[config.mk]
export PLATFORM = sky130hd
export DESIGN_NAME = spell_trace_tracker_flat
export DESIGN_NICKNAME = d
export VERILOG_FILES = /design/src/rtl/spell_trace_tracker_if.sv /design/src/rtl/spell_trace_tracker.sv /design/src/flat_wrapper.sv
export SDC_FILE = /design/constraint.sdc
export NUM_CORES = 1
export LEC_CHECK = 0
export ABC_CLOCK_PERIOD_IN_PS = 3100
export BUFFER_PORTS_ARGS = -buffer_cell sky130_fd_sc_hd__buf_4
export CORE_ASPECT_RATIO = 0.5
export CORE_MARGIN = 1.5
export CORE_UTILIZATION = 50
export CTS_CLUSTER_SIZE = 20
export DETAILED_ROUTE_END_ITERATION = 10
export PLACE_DENSITY = 0.79
export SKIP_CTS_REPAIR_TIMING = 1
export SYNTH_ARGS = -nofsm -noshare
export SYNTH_HDL_FRONTEND = slang
export SYNTH_SLANG_ARGS = --single-unit
[constraint.sdc]
create_clock -name iVGA_CLK -period 3.1 [get_ports iVGA_CLK]
set_input_delay 0.62 -clock iVGA_CLK [delete_from_list [all_inputs] [get_ports iVGA_CLK]]
set_output_delay 0.62 -clock iVGA_CLK [all_outputs]
set_load 0.02 [all_outputs]
[src/rtl/spell_trace_tracker_if.sv]
// Control/status bundle between the spell-trace tracker and its host:
// trace start request in, cursor/trace mask and judgement flags out.
interface spell_trace_tracker_if;
  logic        start;
  logic [3:0]  start_cell;
  logic [15:0] target_mask;
  logic [15:0] cell_mask;
  logic [3:0]  cursor_cell;
  logic        busy;
  logic        success;
  logic        fail;

  modport master (
    output start, start_cell, target_mask,
    input  cell_mask, cursor_cell, busy, success, fail
  );

  modport slave (
    input  start, start_cell, target_mask,
    output cell_mask, cursor_cell, busy, success, fail
  );
endinterface

[src/rtl/spell_trace_tracker.sv]
// Debounces the four wand buttons, walks a cursor over the 4x4 spell grid,
// accumulates the visited-cell mask and judges it against a target spell.
module spell_trace_tracker #(
  parameter int unsigned DEBOUNCE_CYCLES = 250000,
  parameter int unsigned TIMEOUT_CYCLES  = 250000000
) (
  input  logic iVGA_CLK,
  input  logic iRST_n,
  input  logic btn_up,
  input  logic btn_down,
  input  logic btn_left,
  input  logic btn_right,
  spell_trace_tracker_if.slave bus
);

  localparam logic [1:0] S_IDLE      = 2'd0;
  localparam logic [1:0] S_TRACE     = 2'd1;
  localparam logic [1:0] S_DONE_OK   = 2'd2;
  localparam logic [1:0] S_DONE_FAIL = 2'd3;

  localparam logic [19:0] DEB_LAST     = 20'(DEBOUNCE_CYCLES - 1);
  localparam logic [27:0] TIMEOUT_LAST = 28'(TIMEOUT_CYCLES - 1);

  // Button index order: 0 up, 1 down, 2 left, 3 right (also the priority order).
  logic [3:0] btn_raw;
  logic [3:0] sync1, sync2, deb, deb_q, press;

  assign btn_raw = {btn_right, btn_left, btn_down, btn_up};

  // NOTE: sequential state uses <= so every flop samples pre-edge values.
  always_ff @(posedge iVGA_CLK or negedge iRST_n) begin
    if (!iRST_n) begin
      sync1 <= '0;
      sync2 <= '0;
      deb_q <= '0;
    end else begin
      sync1 <= btn_raw;
      sync2 <= sync1;
      deb_q <= deb;
    end
  end

  for (genvar i = 0; i < 4; i++) begin : g_deb
    logic [19:0] cnt;
    logic        lvl;

    always_ff @(posedge iVGA_CLK or negedge iRST_n) begin
      if (!iRST_n) begin
        cnt <= '0;
        lvl <= 1'b0;
      end else if (sync2[i] == lvl) begin
        cnt <= '0;
      end else if (cnt == DEB_LAST) begin
        lvl <= sync2[i];
        cnt <= '0;
      end else begin
        cnt <= cnt + 20'd1;
      end
    end

    assign deb[i] = lvl;
  end

  assign press = deb & ~deb_q;

  logic [1:0]  state;
  logic [3:0]  cursor;
  logic [15:0] cell_mask;
  logic [15:0] target;
  logic [27:0] timer;

  logic        move_valid;
  logic [3:0]  move_cell;
  logic [15:0] next_mask;
  logic [1:0]  row, col;

  assign row = cursor[3:2];
  assign col = cursor[1:0];

  // Only the highest-priority press is considered; if it would leave the grid
  // the whole cycle is a no-op rather than falling through to a lower button.
  // NOTE: every always_comb output gets a default first so no latch is inferred.
  always_comb begin
    move_valid = 1'b0;
    move_cell  = cursor;
    if (press[0]) begin
      if (row != 2'd0) begin
        move_valid = 1'b1;
        move_cell  = cursor - 4'd4;
      end
    end else if (press[1]) begin
      if (row != 2'd3) begin
        move_valid = 1'b1;
        move_cell  = cursor + 4'd4;
      end
    end else if (press[2]) begin
      if (col != 2'd0) begin
        move_valid = 1'b1;
        move_cell  = cursor - 4'd1;
      end
    end else if (press[3]) begin
      if (col != 2'd3) begin
        move_valid = 1'b1;
        move_cell  = cursor + 4'd1;
      end
    end
  end

  assign next_mask = move_valid ? (cell_mask | (16'(1) << move_cell)) : cell_mask;

  always_ff @(posedge iVGA_CLK or negedge iRST_n) begin
    if (!iRST_n) begin
      state     <= S_IDLE;
      cursor    <= '0;
      cell_mask <= '0;
      target    <= '0;
      timer     <= '0;
    end else if (bus.start) begin
      state     <= S_TRACE;
      cursor    <= bus.start_cell;
      cell_mask <= 16'(1) << bus.start_cell;
      target    <= bus.target_mask;
      timer     <= '0;
    end else if (state == S_TRACE) begin
      timer <= timer + 28'd1;
      if (move_valid) begin
        cursor    <= move_cell;
        cell_mask <= next_mask;
      end
      // A stray cell can never complete the target, and completion beats timeout.
      if (move_valid && !target[move_cell]) begin
        state <= S_DONE_FAIL;
      end else if (next_mask == target) begin
        state <= S_DONE_OK;
      end else if (timer == TIMEOUT_LAST) begin
        state <= S_DONE_FAIL;
      end
    end
  end

  assign bus.cell_mask   = cell_mask;
  assign bus.cursor_cell = cursor;
  assign bus.busy        = (state == S_TRACE);
  assign bus.success     = (state == S_DONE_OK);
  assign bus.fail        = (state == S_DONE_FAIL);

endmodule

[src/flat_wrapper.sv]
// flat-port wrapper written by rule: the top's interface ports become plain ports
module spell_trace_tracker_flat 
#(
  parameter int unsigned DEBOUNCE_CYCLES = 250000,
  parameter int unsigned TIMEOUT_CYCLES  = 250000000
)
  (iVGA_CLK, iRST_n, btn_up, btn_down, btn_left, btn_right, bus_start, bus_start_cell, bus_target_mask, bus_cell_mask, bus_cursor_cell, bus_busy, bus_success, bus_fail);
  spell_trace_tracker_if bus_i ();
  input  logic iVGA_CLK;
  input  logic iRST_n;
  input  logic btn_up;
  input  logic btn_down;
  input  logic btn_left;
  input  logic btn_right;
  input wire logic [$bits(bus_i.start)-1:0] bus_start;
  input wire logic [$bits(bus_i.start_cell)-1:0] bus_start_cell;
  input wire logic [$bits(bus_i.target_mask)-1:0] bus_target_mask;
  output wire logic [$bits(bus_i.cell_mask)-1:0] bus_cell_mask;
  output wire logic [$bits(bus_i.cursor_cell)-1:0] bus_cursor_cell;
  output wire logic [$bits(bus_i.busy)-1:0] bus_busy;
  output wire logic [$bits(bus_i.success)-1:0] bus_success;
  output wire logic [$bits(bus_i.fail)-1:0] bus_fail;
  assign bus_i.start = bus_start;
  assign bus_i.start_cell = bus_start_cell;
  assign bus_i.target_mask = bus_target_mask;
  assign bus_cell_mask = bus_i.cell_mask;
  assign bus_cursor_cell = bus_i.cursor_cell;
  assign bus_busy = bus_i.busy;
  assign bus_success = bus_i.success;
  assign bus_fail = bus_i.fail;
  spell_trace_tracker #(.DEBOUNCE_CYCLES(DEBOUNCE_CYCLES), .TIMEOUT_CYCLES(TIMEOUT_CYCLES)) u_core (.iVGA_CLK(iVGA_CLK), .iRST_n(iRST_n), .btn_up(btn_up), .btn_down(btn_down), .btn_left(btn_left), .btn_right(btn_right), .bus(bus_i));
endmodule
# Word level (Yosys, flattened, before mapping)
# Index checks and enable logic that the tools add are counted.
word_totals:
  register_bits: 162
  in_bits: 27
  output_inout_bits: 23
  word_cells: 103
op_classes:
  add_sub_neg: 9
  n_lt_le_gt_ge: 1
  eq_ne: 15
  shifts: 2
  muxes: 40
  n_bitwise: 7
  reduce_logical: 13
ops:
  columns: ["op", "count"]
  rows:
  - ["2-to-1 mux 20 bit", 8]
  - ["adder 20 x 1 -> 20 bit (second input constant)", 4]
  - ["== test 20 x 18 -> 1 bit (second input constant)", 4]
  - ["2-to-1 mux 16 bit", 4]
  - ["2-to-1 mux 28 bit", 2]
  - ["2-to-1 mux 4 bit", 11]
  - ["<< shifter 1 x 4 -> 16 bit (first input constant)", 2]
  - ["adder 28 x 1 -> 28 bit (second input constant)", 1]
  - ["== test 28 bit (second input constant)", 1]
  - ["== test 16 bit", 1]
  - ["OR 16 bit", 1]
  - ["AND reduction 2 bit", 6]
  - ["2-to-1 mux 2 bit", 5]
  - ["2-to-1 mux 1 bit", 9]
  - ["nonzero test 2 bit", 4]
  - ["less-than comparator 4 x 5 -> 1 bit (second input constant)", 1]
  - ["adder 4 x 1 -> 4 bit (second input constant)", 1]
  - ["adder 4 x 3 -> 4 bit (second input constant)", 1]
  - ["bitwise AND 4 bit", 1]
  - ["binary-select mux 1 bit (select 4 bit)", 1]
  - ["== test 1 bit", 4]
  - ["== test 2 bit (second input constant)", 2]
  - ["inequality test 2 bit (second input constant)", 2]
  - ["NOT 1 bit", 4]
  - ["other kinds (7)", 7]

# Logic depth before layout (Yosys ltp)
depth:
  depth_word: 14
  ltp_mapped: 9
  depth_no_buf: 8

# Worst setup path after synthesis
# Ideal clock, no wire load.
synth_path:
  kind: "flip-flop to flip-flop"
  from: "register u_core.cell_mask[12] (netlist: u_core.bus.cell_mask[12])"
  to: "register u_core.state[0]"
  setup_time_ns: 0.121
  arrival_time_ns: 2.260
  path_slack_ns: 0.719
  path_stages_with_launch: 9
  path_buffers: 0
  period_less_slack_ns: 2.381
  path_cell_list: "dfrtp_1 nor2b_1 a2111o_1 a2111o_1 nor4_1 o2111ai_1 a2111oi_2 nand3_2 o22a_1"
synth_between:
  elab_chain_len: 7
  word_cells_on_any_way: 9
synth_rtl:
  columns: ["item", "line_no", "text"]
  rows:
  - ["start: declaration", "spell_trace_tracker.sv:68", "logic [15:0] cell_mask;"]
  - ["start signal: assignment", "spell_trace_tracker.sv:121", "cell_mask <= 16'(1) << bus.start_cell;"]
  - ["start signal: assignment", "spell_trace_tracker.sv:128", "cell_mask <= next_mask;"]
  - ["OR 16 bit", "spell_trace_tracker.sv:109", "assign next_mask = move_valid ? (cell_mask | (16'(1) << move_cell)) : cell_mask;"]
  - ["2-to-1 mux 16 bit *", "spell_trace_tracker.sv:109", null]
  - ["== test 16 bit *", "spell_trace_tracker.sv:133", "end else if (next_mask == target) begin"]
  - ["2-to-1 mux 2 bit", "spell_trace_tracker.sv:133", null]
  - ["2-to-1 mux 2 bit", "spell_trace_tracker.sv:131", "if (move_valid && !target[move_cell]) begin"]
  - ["2-to-1 mux 2 bit", "spell_trace_tracker.sv:124", "end else if (state == S_TRACE) begin"]
  - ["2-to-1 mux 2 bit", "spell_trace_tracker.sv:118", "end else if (bus.start) begin"]
  - ["end signal: assignment", "spell_trace_tracker.sv:119", "state <= S_TRACE;"]
  - ["end signal: assignment", "spell_trace_tracker.sv:132", "state <= S_DONE_FAIL;"]
  - ["end signal: assignment", "spell_trace_tracker.sv:134", "state <= S_DONE_OK;"]
  - ["end: declaration", "spell_trace_tracker.sv:66", "logic [1:0] state;"]
# Every way passes the cells marked *; elsewhere a longest branch is shown, timed or not. The select of a mux whose other input is x is not followed.
# A chain may end at the register's enable or synchronous reset.

# Final worst setup path
layout_path:
  from: "register u_core.cursor[0] (netlist: u_core.bus.cursor_cell[0])"
  to: "register u_core.state[1]"
layout_between:
  elab_chain_len: 14
  word_cells_on_any_way: 34
layout_rtl:
  columns: ["item", "line_no", "text"]
  rows:
  - ["start: declaration", "spell_trace_tracker.sv:67", "logic [3:0] cursor;"]
  - ["start signal: assignment", "spell_trace_tracker.sv:120", "cursor <= bus.start_cell;"]
  - ["start signal: assignment", "spell_trace_tracker.sv:127", "cursor <= move_cell;"]
  - ["adder 4 x 1 -> 4 bit / inequality test 2 bit (equally long branches)", "spell_trace_tracker.sv:104, spell_trace_tracker.sv:102", null]
  - ["2-to-1 mux 4 bit", "spell_trace_tracker.sv:102", "if (col != 2'd3) begin"]
  - ["2-to-1 mux 4 bit", "spell_trace_tracker.sv:101", "end else if (press[3]) begin"]
  - ["2-to-1 mux 4 bit", "spell_trace_tracker.sv:96", "end else if (press[2]) begin"]
  - ["2-to-1 mux 4 bit", "spell_trace_tracker.sv:91", "end else if (press[1]) begin"]
  - ["2-to-1 mux 4 bit", "spell_trace_tracker.sv:86", "if (press[0]) begin"]
  - ["<< shifter 1 x 4 -> 16 bit", "spell_trace_tracker.sv:109", null]
  - ["OR 16 bit", "spell_trace_tracker.sv:109", null]
  - ["2-to-1 mux 16 bit", "spell_trace_tracker.sv:109", null]
  - ["== test 16 bit", "spell_trace_tracker.sv:133", null]
  - ["2-to-1 mux 2 bit", "spell_trace_tracker.sv:133", null]
  - ["2-to-1 mux 2 bit", "spell_trace_tracker.sv:131", null]
  - ["2-to-1 mux 2 bit", "spell_trace_tracker.sv:124", null]
  - ["2-to-1 mux 2 bit", "spell_trace_tracker.sv:118", null]
# Parallel ways exist; a longest one is shown, timed or not. The select of a mux whose other input is x is not followed.

==> impl_metrics.ini <==
[status]
status = completed

[drt]
route.vias.total = 6773
route.antenna.remaining_nets = 0
postRouteWirelength_mm = 19.96
route.detailed.wl_per_inst_um = 16.72
detail_route.iter0.violations = 525
route.detailed.vias_per_inst = 5.673
number_of_remaining_drc_errors = 0
drt_pre_antenna_iters = 5

[synth]
yosys_cell_types = 78
synth_edf_count = 0
yosys.area.top_type = dfrtp_1
postSynthRegisterBits = 162
synth.top_cells.by_count = dfrtp_1, nor2_1, nand2_1, xor2_1, nand3_1
ys_seq_area_share_pct = 47.90
synth_largest_type_area_fraction_pct = 47.90
synth.net_count = 932
synthesis.instances = 900
synth_warnings = 0
yosys.cell_count.top_type = dfrtp_1
yosys_most_used_dff = dfrtp_1
ys_async_sr_fraction_pct = 100.0
yosys-top-cells-area = dfrtp_1, nor2_1, xor2_1, nand3_1, a21oi_1
synthesis.area_per_instance_um2 = 9.403
syn-cell-area_um2 = 8463

[clock_network]
tritoncts = yes
clk_path_buf_depth = 2
cts_num_sinks = 162
cts_h_tree_depth = 4
clock_insertion_delay_worst_skew_ns = 0.44
numCtsBuffers = 17
cts-root-buf = clkbuf_16
clk_pin_slew_worst_paths_ns = 0.08

[critical_path]
startpoint_type = register
flop_to_flop_setup_slack_ns = 0.23
worst-r2r-cell-count = 8
data_arrival_time_at_the_worst_slack_endpoint_ns = 3.21
path_max_fanout = 15
setup.worst_path.end_class = register
rr_endpoint = u_core.state[1]
timing.rr.start = u_core.bus.cursor_cell[0]
crit_required_ns = 3.43
crit_type = register to register

[power_and_ir_drop]
power_leakage_nw = 4.138
power.share.clock_pct = 43.4
pwr-share-seq_pct = 47.4
total_power_mw = 4.717
comb_power_share_pct = 9.2
power.density_nw_per_um2 = 487.3
ir_drop_v = 0.0004011
netSwitchingFraction_pct = 27.89
intPower_mw = 3.402
net-switching-power_mw = 1.315

[timing]
post-route-min-period_ns = 2.873
holdWs_ns = 0.1311
setup_tns_ns = 0
report.final.slew_viol_count = 0
setup_viol_count_final = 0
max_clock_freq_mhz = 348.0
skew_ns = 0.01226
grt_setup_unrepaired = no
relSlewSlack_pct = 48.26
layout_setup_ws_ns = 0.2267
worst_pin_slew_ns = 0.7725
finalHoldViolCount = 0
final_critical_path_share_of_the_clock_period_pct = 92.69

[global_routing]
largest_net_degree_at_the_start_of_global_routing = 72
grt_overflow = 0
grt_usage_pct = 23.47
grt_pass1_wl_mm = 32.73
first_global_vias = 6491
grt_antenna_before_repair = 0

[die]
design.die.area_um2 = 17760
core-area_um2 = 16470
fp.dieW_um = 187.0
placementRows = 33
boundaryPins = 50
die_height_um = 95.00
effective_utilization_at_floorplan_pct = 51.37

[finish]
final-instance-count-excl-fill = 1194
drive_above_1_share_pct = 13.96
finalCoreUtilization_pct = 58.76
area_growth_pct = 14.38
n_fill_cell = 1400
antenna_cells_inserted = 0
final_cell_area_um2 = 9681
design.final.nets = 986

[place]
placedInstanceArea_um2 = 9109
place_congestion = 1.031
numPlacedInstances = 1162
detailed_placement_hpwl_mm = 14.30
detailedPlace.worstSlack_ns = 0.3320
numPortBuffers = 49

[run]
max-cap-violations = 0

[worst_hold_path]
hold_wc_path_type = input pin to asynchronous set/reset pin
placed cells by master, fill, tap and decap left out, types with 5 or more instances in the layout:
cell,synthesis,routed
xnor2_1,30,30
o21ai_0,35,33
and3_1,20,20
mux2_2,16,16
or3_1,14,14
nand4_1,11,11
nor2b_1,18,18
dfrtp_1,162,162
nand2_1,68,68
nand3_1,61,61
a21oi_1,55,55
nor3_1,12,12
ha_1,5,5
or2_2,6,6
nor4_1,12,12
nand2b_1,17,17
and2_1,9,9
inv_1,14,14
buf_4,1,59
clkbuf_16,0,17
a211oi_1,7,7
nor2_1,152,152
inv_6,0,6
xor2_1,62,62
logic make-up (layout without fill, tap and decap cells):
family | count (synthesis) | after routing | share of synthesized area, %
AOI/OAI and AO/OA | 154 | 154 | 12.33
buffers and inverters | 41 | 108 | 1.996
adders and majority gates | 5 | 5 | 0.7392
and+or+nand+nor | 426 | 426 | 24.91
DFF | 162 | 162 | 47.90
xor gates and xnor gates | 92 | 92 | 9.521
muxes | 20 | 20 | 2.602
sequential cells by signal, indices dropped and copies added (netlist names):
name                    count
u_core.g_deb.cnt           80
u_core.timer               28
u_core.bus.cell_mask       16
u_core.target              16
u_core.bus.cursor_cell      4
u_core.deb_q                4
u_core.g_deb.lvl            4
u_core.sync1                4
u_core.sync2                4
u_core.state                2
cell type report:
cell class,count,area [um^2],share of cell area (%)
clock buffer,18,429.2,4.433
clock inverter,14,142.6,1.473
inverter,15,56.30,0.5816
multi-input combinational,697,4240,43.80
sequential,162,4054,41.88
tap,227,284.0,2.934
timing repair buffer,61,474.2,4.899
how the worst max path moves through the flow:
stage / start / to / slack, ns
floorplan: u_core.bus.cell_mask[12] / u_core.state[0] / 0.72
global placement: u_core.g_deb[2].lvl / u_core.state[1] / 0.42
detailed placement: u_core.bus.cursor_cell[0] / u_core.state[1] / 0.33
CTS: u_core.bus.cursor_cell[0] / u_core.state[1] / 0.29
global route: u_core.bus.cursor_cell[1] / u_core.state[1] / 0.06
finish: u_core.bus.cursor_cell[0] / u_core.state[1] / 0.23
power groups by stage:
stage,registers (mW),clock network (mW),logic [mW]
after floorplan,2.25,0,0.256
after global placement,2.27,0,0.429
after detailed placement,2.28,0,0.431
after CTS,2.24,2.10,0.433
after global routing,2.25,2.18,0.481
final,2.24,2.05,0.434
worst max-delay path: stages, from the launching register on:
cell and delay [ns]:
dfrtp_1 0.53, nor2_1 0.33, a21oi_2 0.16, a31o_2 0.30
a22oi_1 0.54, a211oi_1 0.17, a2111oi_4 0.38, nand3_2 0.13
a211oi_1 0.24
metal layers:
layer / vias up / track usage [%] / share of wire, %
met5: - / 0 / 0
met4: 0 / 8.266 / 1.7
met3: 24 / 4.459 / 5.8
met2: 178 / 36.91 / 45
met1: 3322 / 32.78 / 48
li1: 3249 / - / -
(Power assumes the default switching activity.)
